--- src/rtl/pwm_ramp_ctrl.sv ---
// Duty-cycle ramp controller for the pwm block: accepts a target over valid/ready
// and fades 'value' toward it by at most STEP every TICK_DIV clocks.
module pwm_ramp_ctrl #(
  parameter int unsigned WIDTH     = 9,
  parameter int unsigned MAX_VALUE = 8,
  parameter int unsigned TICK_DIV  = 1000,
  parameter int unsigned STEP      = 1
) (
  input  logic             clk,
  input  logic             rst,
  input  logic [WIDTH-1:0] target,
  input  logic             target_valid,
  output logic             target_ready,
  output logic [WIDTH-1:0] value,
  output logic             busy,
  output logic             done
);

  localparam int unsigned PW = (TICK_DIV > 1) ? $clog2(TICK_DIV) : 1;
  localparam logic [PW-1:0]    TICK_LAST = PW'(TICK_DIV - 1);
  localparam logic [WIDTH-1:0] MAX_W     = WIDTH'(MAX_VALUE);

  typedef enum logic [1:0] {
    S_IDLE,
    S_RAMP,
    S_FINISH
  } state_e;

  state_e           state_q, state_d;
  logic [WIDTH-1:0] value_q, value_d;
  logic [WIDTH-1:0] tgt_q, tgt_d;
  logic [PW-1:0]    presc_q, presc_d;
  logic             ready_q, busy_q, done_q;

  logic [WIDTH-1:0] clamped;
  logic [WIDTH-1:0] diff;
  logic [WIDTH-1:0] step_amt;
  logic [WIDTH-1:0] moved;
  logic             going_up;
  logic             tick;

  // Step arithmetic: move by min(STEP, |tgt - value|), so no overshoot or wrap.
  always_comb begin
    clamped  = (target > MAX_W) ? MAX_W : target;
    going_up = (tgt_q >= value_q);
    diff     = going_up ? (tgt_q - value_q) : (value_q - tgt_q);
    step_amt = (32'(diff) < STEP) ? diff : WIDTH'(STEP);
    moved    = going_up ? (value_q + step_amt) : (value_q - step_amt);
    tick     = (presc_q == TICK_LAST);
  end

  always_comb begin
    state_d = state_q;
    value_d = value_q;
    tgt_d   = tgt_q;
    presc_d = presc_q;
    case (state_q)
      S_IDLE: begin
        if (target_valid) begin
          tgt_d   = clamped;
          presc_d = '0;
          state_d = (clamped != value_q) ? S_RAMP : S_FINISH;
        end
      end
      S_RAMP: begin
        if (tick) begin
          presc_d = '0;
          value_d = moved;
          if (moved == tgt_q) begin
            state_d = S_FINISH;
          end
        end else begin
          presc_d = presc_q + PW'(1);
        end
      end
      S_FINISH: state_d = S_IDLE;
      default:  state_d = S_IDLE;
    endcase
  end

  // Status flags are registered from the next state so they track state_q exactly.
  always_ff @(posedge clk or posedge rst) begin
    if (rst) begin
      state_q <= S_IDLE;
      value_q <= '0;
      tgt_q   <= '0;
      presc_q <= '0;
      ready_q <= 1'b1;
      busy_q  <= 1'b0;
      done_q  <= 1'b0;
    end else begin
      state_q <= state_d;
      value_q <= value_d;
      tgt_q   <= tgt_d;
      presc_q <= presc_d;
      ready_q <= (state_d == S_IDLE);
      busy_q  <= (state_d != S_IDLE);
      done_q  <= (state_d == S_FINISH);
    end
  end

  assign target_ready = ready_q;
  assign value        = value_q;
  assign busy         = busy_q;
  assign done         = done_q;

endmodule

--- config.mk ---
export PLATFORM = sky130hd
export DESIGN_NAME = pwm_ramp_ctrl
export DESIGN_NICKNAME = d
export VERILOG_FILES = /design/src/rtl/pwm_ramp_ctrl.sv
export SDC_FILE = /design/constraint.sdc
export NUM_CORES = 1
export LEC_CHECK = 0
export CAP_MARGIN = 0
export CORE_MARGIN = 2
export CORE_UTILIZATION = 45
export CTS_BUF_LIST = sky130_fd_sc_hd__clkbuf_4
export DETAILED_ROUTE_END_ITERATION = 10
export PLACE_DENSITY = 0.67
export SKIP_CTS_REPAIR_TIMING = 1
export SLEW_MARGIN = 20
export SYNTH_ARGS = -nofsm -noshare
export SYNTH_HDL_FRONTEND = slang
export SYNTH_SLANG_ARGS = --single-unit
--- constraint.sdc ---
create_clock -name clk -period 4.61 [get_ports clk]
set_input_delay 0.922 -clock clk [delete_from_list [all_inputs] [get_ports clk]]
set_output_delay 0.922 -clock clk [all_outputs]
set_load 0.1 [all_outputs]
* Word level (Yosys, flattened, before mapping)
Cells that the tools add are included.
Word-level totals: register bits after elaboration 33, bits in latches 0, memory bits (writable) 0, ROM bits 0, input port bits 12, output and inout port bits 12, word-level logic and storage cells 40, memories 0
Cells by class: $add $sub $neg 5, $mul 0, divide/modulo/power cells 0, $lt $le $gt $ge 3, equality and inequality tests 6, shifts and indexed selects 0, muxes and demuxes 12, bitwise logic cells 0, reductions and logical operators 7
Operators with widths (count):
- $mux W9 | 4
- $sub A9 B9 Y9 | 3
- $mux W10 | 2
- $pmux W10 S2 | 1
- $add A10 B1 Y10 const B | 1
- $eq A10 B10 Y1 const B | 1
- $add A9 B9 Y9 | 1
- $eq A9 B9 Y1 | 1
- $ge A9 B9 Y1 | 1
- $gt A9 B4 Y1 const B | 1
- $lt A9 B1 Y1 const B | 1
- $ne A9 B9 Y1 | 1
- $mux W2 | 4
- $reduce_and A2 Y1 | 3
- $logic_not A2 Y1 | 2
- $pmux W2 S2 | 1
- $reduce_bool A2 Y1 | 2
- $eq A2 B1 Y1 const B | 1
- $eq A2 B2 Y1 const B | 1
- $ne A2 B2 Y1 const B | 1

* Longest topological paths before layout
word-level depth 11, gate-level depth with buffers 21, gate-level depth less buffers 20

* Least setup slack after synthesis
No wires, ideal clock.
path type register to register, start register value_q[1] (netlist: value[1]), end register done_q (netlist: done), setup time 0.082 ns, arrival 5.708 ns, data required time 4.528 ns, setup slack -1.180 ns, cell stages (with the launch flop) 20, path buffers 0, clock period less this slack 5.790 ns, path through dfrtp_1 -> inv_1 -> ha_1 -> nor2b_1 -> o2111ai_1 -> a21oi_1 -> o22ai_2 -> mux2i_1 -> xor2_1 -> and3_1 -> ha_1 -> and2_1 -> fa_1 -> xor2_1 -> a31o_1 -> or4_4 -> a2111oi_2 -> nand4_1 -> or3_1 -> o22ai_1
On the way: word-level cells in the longest chain between the ends 11, elaborated cells on any way between the ends 17, those cells by class 4 x add/sub; 2 x order compare; 3 x eq/ne; 8 x mux
RTL lines:
- start: declaration | RTL line 30 | logic [WIDTH-1:0] value_q, value_d;
- start signal: assignment | RTL line 93 | value_q <= value_d;
- $sub A9 B9 Y9 or $ge A9 B9 Y1 (tied branches) | RTL line 46, 45
- $mux W9 | RTL line 46 | diff = going_up ? (tgt_q - value_q) : (value_q - tgt_q);
- $lt A9 B1 Y1 | RTL line 47 | step_amt = (32'(diff) < STEP) ? diff : WIDTH'(STEP);
- $mux W9 | RTL line 47
- $sub A9 B9 Y9 or $add A9 B9 Y9 (tied branches) | RTL line 48 | moved = going_up ? (value_q + step_amt) : (value_q - step_amt);
- $mux W9 (*) | RTL line 48
- net moved[1] | RTL line 38 | logic [WIDTH-1:0] moved;
- $eq A9 B9 Y1 (*) | RTL line 69 | if (moved == tgt_q) begin
- $mux W2 (*) | RTL line 69
- $mux W2 (*) | RTL line 66 | if (tick) begin
- $pmux W2 S2 (*) | RTL line 57 | case (state_q)
- $eq A2 B2 Y1 (*) | RTL line 98 | done_q <= (state_d == S_FINISH);
- end signal: assignment | RTL line 98
- end: declaration | RTL line 33 | logic ready_q, busy_q, done_q;
The timed path passes the listed nets; every way through them passes the cells marked *. A chain may end at the register's enable or synchronous reset.

* Final worst setup path
Same ends and word-level chain as after synthesis.

==> metrics.md <==
| Metric | Value |
|---|---|
| Inst Count DP | about 550 |
| Vias | 3261 |
| Maximum capacitance violations | 0 |
| Leakage power | 0.00191 uW |
| Final cell count without fillers | 568 |
| Fin area | roughly 0.0045 mm^2 |
| Die width | 86.7 um |
| Startpoint types | register |
| F_max | 201 MHz |
| Crit Path Category | reg2reg |
| RSZ-0062 raised after global routing | yes |
| Cell count after synthesis | 370 |
| Drt pass-1 iters | 5 |
| Pre-CTS WS | -0.312 ns |
| CTS Buf Count | 5 |
| Final Hold Viols | 0 |
| Yosys warning total | 0 |
| Syn_area_per_cell | 8.32 um^2 |
| NumNets Final | 529 |
| WP data arrival | ~5.3 ns |
| CTS root buffer | clkbuf_4 |
| Hpwl dp | between 7 and 8 mm |
| Area of placed instances | 0.00418 mm^2 |
| Least-Margin Pin Slew | a little under 1 ns |
| Mapped cell area | 0.00308 mm^2 |
| Failing checks | setup timing |
| Min cycle time layout | between 4 and 5 ns |
| Unique masters post-synth | between 60 and 70 |
| Fin worst setup slack | -0.358 ns |
| Crit end category | register |
| Final period util | 108% |
| Remaining antenna violation count | 0 |
| Outcome | finished with violations |
| Clk_lat worst skew | 0.35 ns |
| CTS tree | done |
| Finished Core Util | 67.1% |
| Starting density of the core | a little under half |
| Initial DRC Count | 212 |
| Sequential area share after synthesis | 26.9% |
| Seq cells post-synth | 33 |
| PortBufs | 23 |
| Placer Congestion | between 0.9 and 1 |
| Synth top area cells | dfrtp_1 26%, ha_1 11%, o21ai_0 4.7%, nand2_1 4.0%, nor2_1 3.4% |
| Drt wl/cell | 16.9 um |
| Final slew viol count | 0 |
| Clock Sinks | 33 |
| Site row count | 30 |
| Die ar. | 0.00751 mm^2 |
| Max VDD drop | 142 uV |
| Clk pin slew, worst setup/hold paths | 0.12 ns |
| Clock skew | 0.0171 ns |
| Fraction of layout instances using a drive strength above 1 | 35.0% |
| Area leader, netlist | dfrtp_1 |
| Area share of the largest cell type after synthesis | 26.0% |
| Vias in the first global route | 3165 |
| Synthesized net count | 412 |
| Worst hold path class | reg2reg |
| Top-count cell post-synth | nand2_1 |
| Area grow syn2layout | 46.5% |
| Detail-routed via count per cell | 5.74 |
| Synth async-reset ratio | 100% |
| Critical path fanouts, max | 3 |
| Drc violations | 0 |
| Largest net degree at the start of global routing | 34 |
| Diode count | 0 |
| DRT Wirelength | 9.57 mm |
| Max-slew headroom | 35.2% |
| WP data required | 4.90 ns |
| Fill count | about 550 |
| CTS max path bufs | 2 |
| Final Power | 489 uW |
| I/O pin count | 24 |
| Initial antenna violation count | 0 |
| Final setup viols | 3 |
| GR Overflow Total | 0 |
| Die height | 86.7 um |
| Number of flops mapped to enable cells by yosys | 0 |
| Post-synth top cells | 33 x nand2_1, 32 x dfrtp_1, 29 x o21ai_0, 28 x nor2_1, 27 x ha_1 |
| Gr usage total | 25.5% |
| Synth Flop Type | dfrtp_1 |
| Core Footprint | 0.00672 mm^2 |
| First-pass GRT wire length | 15.2 mm |
| Pwr/cell area | 108 mW/mm^2 |
| Htree depth | 2 |
[worst paths after layout]
path | cells after the start | start | slack, ns | endpoint
worst min-delay path | 1 | presc_q[9] | 0.50 | presc_q[9]
max in group asynchronous | 3 | rst | 3.29 | value[8]
worst max-delay path | 19 | value[1] | -0.36 | done
worst min register to register | 1 | presc_q[9] | 0.50 | presc_q[9]
worst max register to register | 19 | value[1] | -0.36 | done
min in group asynchronous | 3 | rst | 0.95 | tgt_q[3]
[layout by cell type, fill, tap and decap left out, drive strengths merged, types with 4 or more instances in the layout]
cell	count
buf	97
o21ai	38
nand2	33
dfrtp	32
nor2	29
ha	27
clkdlybuf4s50	23
inv	22
a21oi	17
nand3	13
xnor2	11
xor2	8
nor2b	8
nand4	7
nand2b	7
o22ai	7
a211oi	7
nor3	6
a21o	5
clkbuf	5
and3	5
a31oi	5
or3	5
and2	5
o211ai	4
o21a	4
or4	4
[per-stage QoR]
stage | TNS (ns) | hold WS, ns
after floorplan | -0.336 | 0.449
after global placement | -0.580 | 0.480
after detailed placement | -0.892 | 0.476
after CTS | -1.01 | 0.497
after global routing | -1.39 | 0.514
final | -0.982 | 0.500
[area by class of cell]
cell class              count  area (um^2)  area share [%]
clock inverters             3         17.5           0.389
well taps                  80          100            2.22
inverters                  22         92.6            2.05
clock buffers               5         37.5           0.833
multi-input cells         305         2440            54.1
repair buffers            120          958            21.3
flip-flops and latches     33          862            19.1
[cell families after synthesis]
logic type                 after synthesis  share of synthesized area (%)
DFF                                     33                           26.9
other                                    1                          0.122
muxes                                    3                          0.976
adders and majority gates               30                           12.9
AOI/OAI and AO/OA                      118                           25.7
xor gates and xnor gates                21                           6.95
and+or+nand+nor                        132                           22.1
buffers and inverters                   32                           4.27
[power breakdown]
group          internal (uW)  switching [uW]  total, uW  leakage [uW]
Sequential               289               0        289      0.000357
Combinational           15.3            13.4       28.7       0.00152
Clock                   57.5             114        171     0.0000310
[routing by layer]
layer  GRT usage (%)  wire (um)  up-vias
li1                -          -     1595
met1            35.6       4320     1555
met2            41.6       4680       94
met3            1.81        361       17
met4            9.38        211        0
met5               0          0        -
[registers in the layout (all words and copies together), names as in the netlist]
register      count
busy              1
done              1
presc_q          10
state_q           2
target_ready      1
tgt_q             9
value             9
[worst max-delay path: stages (launching register included)]
cell,delay (ns)
dfrtp_4,0.50
inv_2,0.08
ha_1,0.27
nor2b_1,0.16
o21ai_0,0.23
a21oi_1,0.16
o21a_1,0.20
or3_1,0.33
a221oi_2,0.27
and3_1,0.24
ha_4,0.21
and2_4,0.14
fa_2,0.54
xor2_1,0.07
a31o_1,0.19
or4_4,0.44
a2111oi_4,0.19
nand4_1,0.16
or3_4,0.41
o22ai_2,0.12
Power figures use the tool's default switching activity.
